--- config.mk ---
export PLATFORM = sky130hd
export DESIGN_NAME = mem_access_unit
export DESIGN_NICKNAME = d
export VERILOG_FILES = /design/src/rtl/mem_access_unit.sv
export SDC_FILE = /design/constraint.sdc
export NUM_CORES = 1
export LEC_CHECK = 0
export ABC_AREA = 0
export CAP_MARGIN = 10
export CORE_MARGIN = 4
export CORE_UTILIZATION = 30
export CTS_CLUSTER_SIZE = 40
export DETAILED_ROUTE_END_ITERATION = 6
export GPL_TIMING_DRIVEN = 1
export SLEW_MARGIN = 30
export SYNTH_ARGS = -nofsm -noshare
export SYNTH_HDL_FRONTEND = slang
export SYNTH_SLANG_ARGS = --single-unit
--- constraint.sdc ---
create_clock -name clk -period 13.8 [get_ports clk]
set_clock_uncertainty 0.05 [all_clocks]
set_input_delay 2.76 -clock clk [delete_from_list [all_inputs] [get_ports clk]]
set_output_delay 2.76 -clock clk [all_outputs]
set_load 0.02 [all_outputs]
--- src/rtl/mem_access_unit.sv ---
// rtl/mem_access_unit.sv - MEM-stage load/store unit: single req/ack data-memory access
// with pipeline stall, store lane formatting and load extraction/extension.
module mem_access_unit #(
  parameter int TIMEOUT = 0
) (
  input  logic        clk,
  input  logic        rst,
  input  logic        valid_in,
  input  logic [5:0]  instr_id_in,
  input  logic [31:0] addr_in,
  input  logic [31:0] store_data_in,
  output logic        dmem_req,
  output logic        dmem_we,
  output logic [31:0] dmem_addr,
  output logic [31:0] dmem_wdata,
  output logic [3:0]  dmem_wstrb,
  input  logic [31:0] dmem_rdata,
  input  logic        dmem_ack,
  output logic        stall_out,
  output logic [31:0] load_data_out,
  output logic        load_done,
  output logic        misaligned_out
);

  localparam logic [5:0] INSTR_LB  = 6'd10;
  localparam logic [5:0] INSTR_LH  = 6'd11;
  localparam logic [5:0] INSTR_LW  = 6'd12;
  localparam logic [5:0] INSTR_LBU = 6'd13;
  localparam logic [5:0] INSTR_LHU = 6'd14;
  localparam logic [5:0] INSTR_SB  = 6'd15;
  localparam logic [5:0] INSTR_SH  = 6'd16;
  localparam logic [5:0] INSTR_SW  = 6'd17;

  if (TIMEOUT != 0) begin : g_bad_timeout
    $error("mem_access_unit: TIMEOUT is reserved and must be 0");
  end

  typedef enum logic [1:0] {IDLE, ACCESS, DONE} state_t;

  state_t     state;
  logic [5:0] op;
  logic [1:0] lo;

  function automatic logic is_load_id(input logic [5:0] id);
    return (id == INSTR_LB) || (id == INSTR_LH) || (id == INSTR_LW) ||
           (id == INSTR_LBU) || (id == INSTR_LHU);
  endfunction

  function automatic logic is_store_id(input logic [5:0] id);
    return (id == INSTR_SB) || (id == INSTR_SH) || (id == INSTR_SW);
  endfunction

  logic        in_load, in_store, misaligned, req_ok, accept;
  logic [31:0] fmt_wdata;
  logic [3:0]  fmt_wstrb;
  logic [7:0]  byte_lane;
  logic [15:0] half_lane;
  logic [31:0] fmt_load;

  always_comb begin
    in_load    = is_load_id(instr_id_in);
    in_store   = is_store_id(instr_id_in);
    misaligned = (((instr_id_in == INSTR_LH) || (instr_id_in == INSTR_LHU) ||
                   (instr_id_in == INSTR_SH)) && addr_in[0]) ||
                 (((instr_id_in == INSTR_LW) || (instr_id_in == INSTR_SW)) &&
                  (addr_in[1:0] != 2'b00));
    req_ok     = (state == IDLE) && valid_in && (in_load || in_store);
    accept     = req_ok && !misaligned;
  end

  // The accept term lets the stall reach IF..MEM in the same cycle the op arrives.
  assign stall_out = !rst && ((state == ACCESS) || accept);

  always_comb begin
    fmt_wdata = 32'h0;
    fmt_wstrb = 4'b0000;
    case (instr_id_in)
      INSTR_SB: begin
        fmt_wdata = {4{store_data_in[7:0]}};
        fmt_wstrb = 4'b0001 << addr_in[1:0];
      end
      INSTR_SH: begin
        fmt_wdata = {2{store_data_in[15:0]}};
        fmt_wstrb = addr_in[1] ? 4'b1100 : 4'b0011;
      end
      INSTR_SW: begin
        fmt_wdata = store_data_in;
        fmt_wstrb = 4'b1111;
      end
      default: ;
    endcase
  end

  always_comb begin
    byte_lane = dmem_rdata[{lo, 3'b000} +: 8];
    half_lane = dmem_rdata[{lo[1], 4'b0000} +: 16];
    case (op)
      INSTR_LB:  fmt_load = {{24{byte_lane[7]}}, byte_lane};
      INSTR_LBU: fmt_load = {24'h0, byte_lane};
      INSTR_LH:  fmt_load = {{16{half_lane[15]}}, half_lane};
      INSTR_LHU: fmt_load = {16'h0, half_lane};
      default:   fmt_load = dmem_rdata;
    endcase
  end

  always_ff @(posedge clk or posedge rst) begin
    if (rst) begin
      state          <= IDLE;
      op             <= 6'h0;
      lo             <= 2'b00;
      dmem_req       <= 1'b0;
      dmem_we        <= 1'b0;
      dmem_addr      <= 32'h0;
      dmem_wdata     <= 32'h0;
      dmem_wstrb     <= 4'b0000;
      load_data_out  <= 32'h0;
      load_done      <= 1'b0;
      misaligned_out <= 1'b0;
    end else begin
      load_done      <= 1'b0;
      misaligned_out <= 1'b0;
      case (state)
        IDLE: begin
          misaligned_out <= req_ok && misaligned;
          if (accept) begin
            state      <= ACCESS;
            dmem_req   <= 1'b1;
            dmem_we    <= in_store;
            dmem_addr  <= {addr_in[31:2], 2'b00};
            dmem_wdata <= fmt_wdata;
            dmem_wstrb <= fmt_wstrb;
            op         <= instr_id_in;
            lo         <= addr_in[1:0];
          end
        end
        ACCESS: begin
          if (dmem_ack) begin
            state    <= DONE;
            dmem_req <= 1'b0;
            if (is_load_id(op)) begin
              load_data_out <= fmt_load;
              load_done     <= 1'b1;
            end
          end
        end
        // The finished op still occupies MEM this cycle, so nothing is accepted.
        DONE:    state <= IDLE;
        default: state <= IDLE;
      endcase
    end
  end

endmodule

==> reports/results.tsv <==
stage	metric	value	unit
critical_path	crit_arrival	5400	ps
die	die_h	143	um
placement	numPortBuffers	208	
timing	setup_viol	0	
final_layout	area_delta_synth_final	46.5	%
synthesis	ys_ff_latch	112	
final_layout	final_cell_mix	clkdlybuf4s50_1, dfrtp_1, nand2_1, mux2_2, o21ai_0	
final_layout	fillers	1696	
clock_tree	clkTransAtPathRegs	80	ps
power	p_int	741	uW
outcome	status	finished clean	
route	avgRoutedWirePerCell	18.1	um
placement	place.gp.congestion	0.842	
route	ant_nets	0	
global_routing	grt_pass1_vias	4873	
final_layout	nets	794	
clock_tree	cts_root_buffer	clkbuf_16	
timing	finalHoldViolCount	0	
power	clkPwrFrac	0.247	
critical_path	crit_path_top_delay_cell	clkdlybuf4s50_1	
power	power_frac_seq	0.406	
timing	max_slew_margin	0.455	
clock_tree	cts_buffer_depth	2	
synthesis	synthArstFlopShare	1.00	
clock_tree	cts_buffers	9	
clock_tree	cts_setup_buffers	0	
power	power.total	1100	uW
clock_tree	htreeDepth	3	
route	drt_wl_total	16.7	mm
clock_tree	cts_resized	0	
clock_tree	cts_hold_buf	0	
die	core.rowCount	49	
route	drc	0	
synthesis	synth_ff_type	dfrtp_1	
final_layout	multi_input_area	0.00239	sq mm
global_routing	overflow	0	
route	drt_iter0_drc	146	
route	via_per_inst	5.00	
critical_path	startpoint	instr_id_in[0]	
clock_tree	worst_skew_pair.late_latency	350	ps
timing	tightestPinTransition	817	ps
power	power_switching_share	0.329	
power	p_leak	0.00341	uW
global_routing	grt_max_degree	78	
critical_path	path_common_cell	clkdlybuf4s50_1	
clock_tree	cts_sinks	112	
timing	period_minus_slack	8210	ps
min_path	hold_path_class	flop to flop	
route	first_pass_iters	4	
route	dr_total_vias	4610	
synthesis	avgSynthCellArea	11.0	sq um
final_layout	n_antenna_cell	0	
flow_run	maxCapViolations	0	
power	p_per_area	138	mW/mm^2
power	power_switching	363	uW
global_routing	grt_pass1_wl	26.3	mm
power	combinationalPowerShare	0.347	
global_routing	grt_usage	0.163	
die	start_util	0.304	
die	dieArea	0.0204	sq mm
timing	fmax	122	MHz
synthesis	yosysWarningCount	0	
final_layout	seq_area	0.00280	sq mm
critical_path	crit_fanout	14	
final_layout	drive_gt1_frac	0.147	
timing	fin_ws	5590	ps
timing	finalSetupTns	0	ps
critical_path	worstPathCellList	clkdlybuf4s50_1 -> and4bb_2 -> or3_1 -> o211ai_1 -> nor2b_4 -> o21a_1 -> clkdlybuf4s50_1	
critical_path	cpPeakStageDelay	920	ps
die	coreArea	0.0179	sq mm
timing	final_max_slew_viol_count	0	
synthesis	synth_edf_count	0	
timing	rsz0062_at_grt	no	
synthesis	ys_seq_area_frac	0.515	
critical_path	crit_required	10990	ps
synthesis	synth_area	0.00545	sq mm
critical_path	crit_path_end_kind	output pin	
die	die_x	143	um
die	boundaryPins	211	
final_layout	layout_commonest_cell	clkdlybuf4s50_1	
clock_tree	cts_tree	done	
critical_path	worstSetupPathType	primary input to output pin	
timing	fin_crit_sh	0.595	
placement	dpl.hpwl	12.4	mm
critical_path	start_kind	primary input	
min_path	hp-start	load_data_out[5]$_DFFE_PP0P_	
global_routing	antenna_found_initial	3	
synthesis	synthCells	497	
placement	dpl_worst_slack	5570	ps
synthesis	synth_cell_type_count	52	
power	ir_worst_vdd	0.0000724	V
critical_path	worst_r2r_startpoint	lo[1]$_DFFE_PP0P_	
==> power by group through the flow <==
stage | clock network, uW | logic (uW) | registers, uW
final | 273 | 383 | 448
after global routing | 296 | 410 | 460
after CTS | 281 | 388 | 449
after detailed placement | 0 | 386 | 455
after global placement | 0 | 380 | 451
after floorplan | 0 | 125 | 513
==> final timing paths <==
path / to / slack (ps) / depth (start not counted)
min in group asynchronous: dmem_wdata[25]$_DFFE_PP0P_ / 2810 / 2
hold reg to reg: load_data_out[5]$_DFFE_PP0P_ / 440 / 2
max in group asynchronous: dmem_wdata[29]$_DFFE_PP0P_ / 9620 / 3
hold / removal: load_data_out[5]$_DFFE_PP0P_ / 440 / 2
setup / recovery: stall_out / 5590 / 7
setup reg to reg: load_data_out[25]$_DFFE_PP0P_ / 11150 / 5
==> synth_stat cells, types with 2 or more instances <==
master,count,area (sq um)
dfrtp_1,112,2800
mux2_2,59,664
nand2_1,59,221
o21ai_0,32,160
a21oi_1,28,140
mux2i_1,27,270
nor2_1,22,82.6
inv_1,17,63.8
clkbuf_1,14,52.6
nand3_1,10,50.1
o21a_1,9,67.6
a22o_1,8,70.1
buf_4,8,60.1
o22a_1,8,70.1
or2_2,8,50.1
a211oi_1,7,52.6
a311oi_1,7,61.3
buf_2,7,35.0
mux2_4,5,75.1
nand2b_1,4,25.0
and3b_1,3,26.3
buf_6,3,33.8
nor2b_1,3,18.8
nor3b_1,3,22.5
o21ai_1,3,15.0
a21o_1,2,15.0
o21bai_1,2,15.0
o22ai_1,2,12.5
or3_1,2,12.5
==> layout make-up <==
cell class,instances,share of cell area
flip-flops and latches,112,0.351
inverters,18,0.00878
clock inverters,6,0.00847
clock buffers,10,0.0300
repair buffers,213,0.266
well taps,229,0.0359
multi-input cells,334,0.299
==> routing by layer <==
| layer | global-route usage | routed length [um] | up-vias |
|---|---|---|---|
| met1 | 0.213 | 7290 | 2268 |
| met3 | 0.0559 | 1400 | 30 |
| met4 | 0.0590 | 344 | 6 |
| met5 | 0 | 28 | - |
| met2 | 0.253 | 7630 | 170 |
| li1 | - | - | 2136 |
==> per-stage QoR <==
stage | utilization | instances | hold slack, ps | instance area, sq um
after floorplan | - | 498 | 415 | 5450
after global placement | 0.428 | 906 | 416 | 7660
after detailed placement | 0.429 | 906 | 420 | 7670
after CTS | 0.446 | 922 | 438 | 7980
after global routing | 0.446 | 922 | 464 | 7980
final | 0.446 | 922 | 437 | 7980
==> sequential cells by signal, summed over array words and instances, names as in the netlist <==
name	cells
dmem_wstrb	4
dmem_req	1
state	2
dmem_wdata	32
misaligned_out	1
dmem_we	1
dmem_addr	30
op	6
load_data_out	32
lo	2
load_done	1
==> critical path: cells and delay by family <==
family / cells / cell delay (ps)
buffers and inverters: 2 / 1520
and+or+nand+nor: 3 / 860
AOI/OAI and AO/OA: 2 / 250
==> kinds of logic after synthesis <==
logic type / after synthesis / share of synthesized area
and+or+nand+nor: 126 / 0.115
DFF: 112 / 0.515
other: 1 / 0.000689
muxes: 92 / 0.187
xor gates and xnor gates: 1 / 0.00161
AOI/OAI and AO/OA: 113 / 0.132
buffers and inverters: 52 / 0.0492
(Power assumes the default switching activity.)
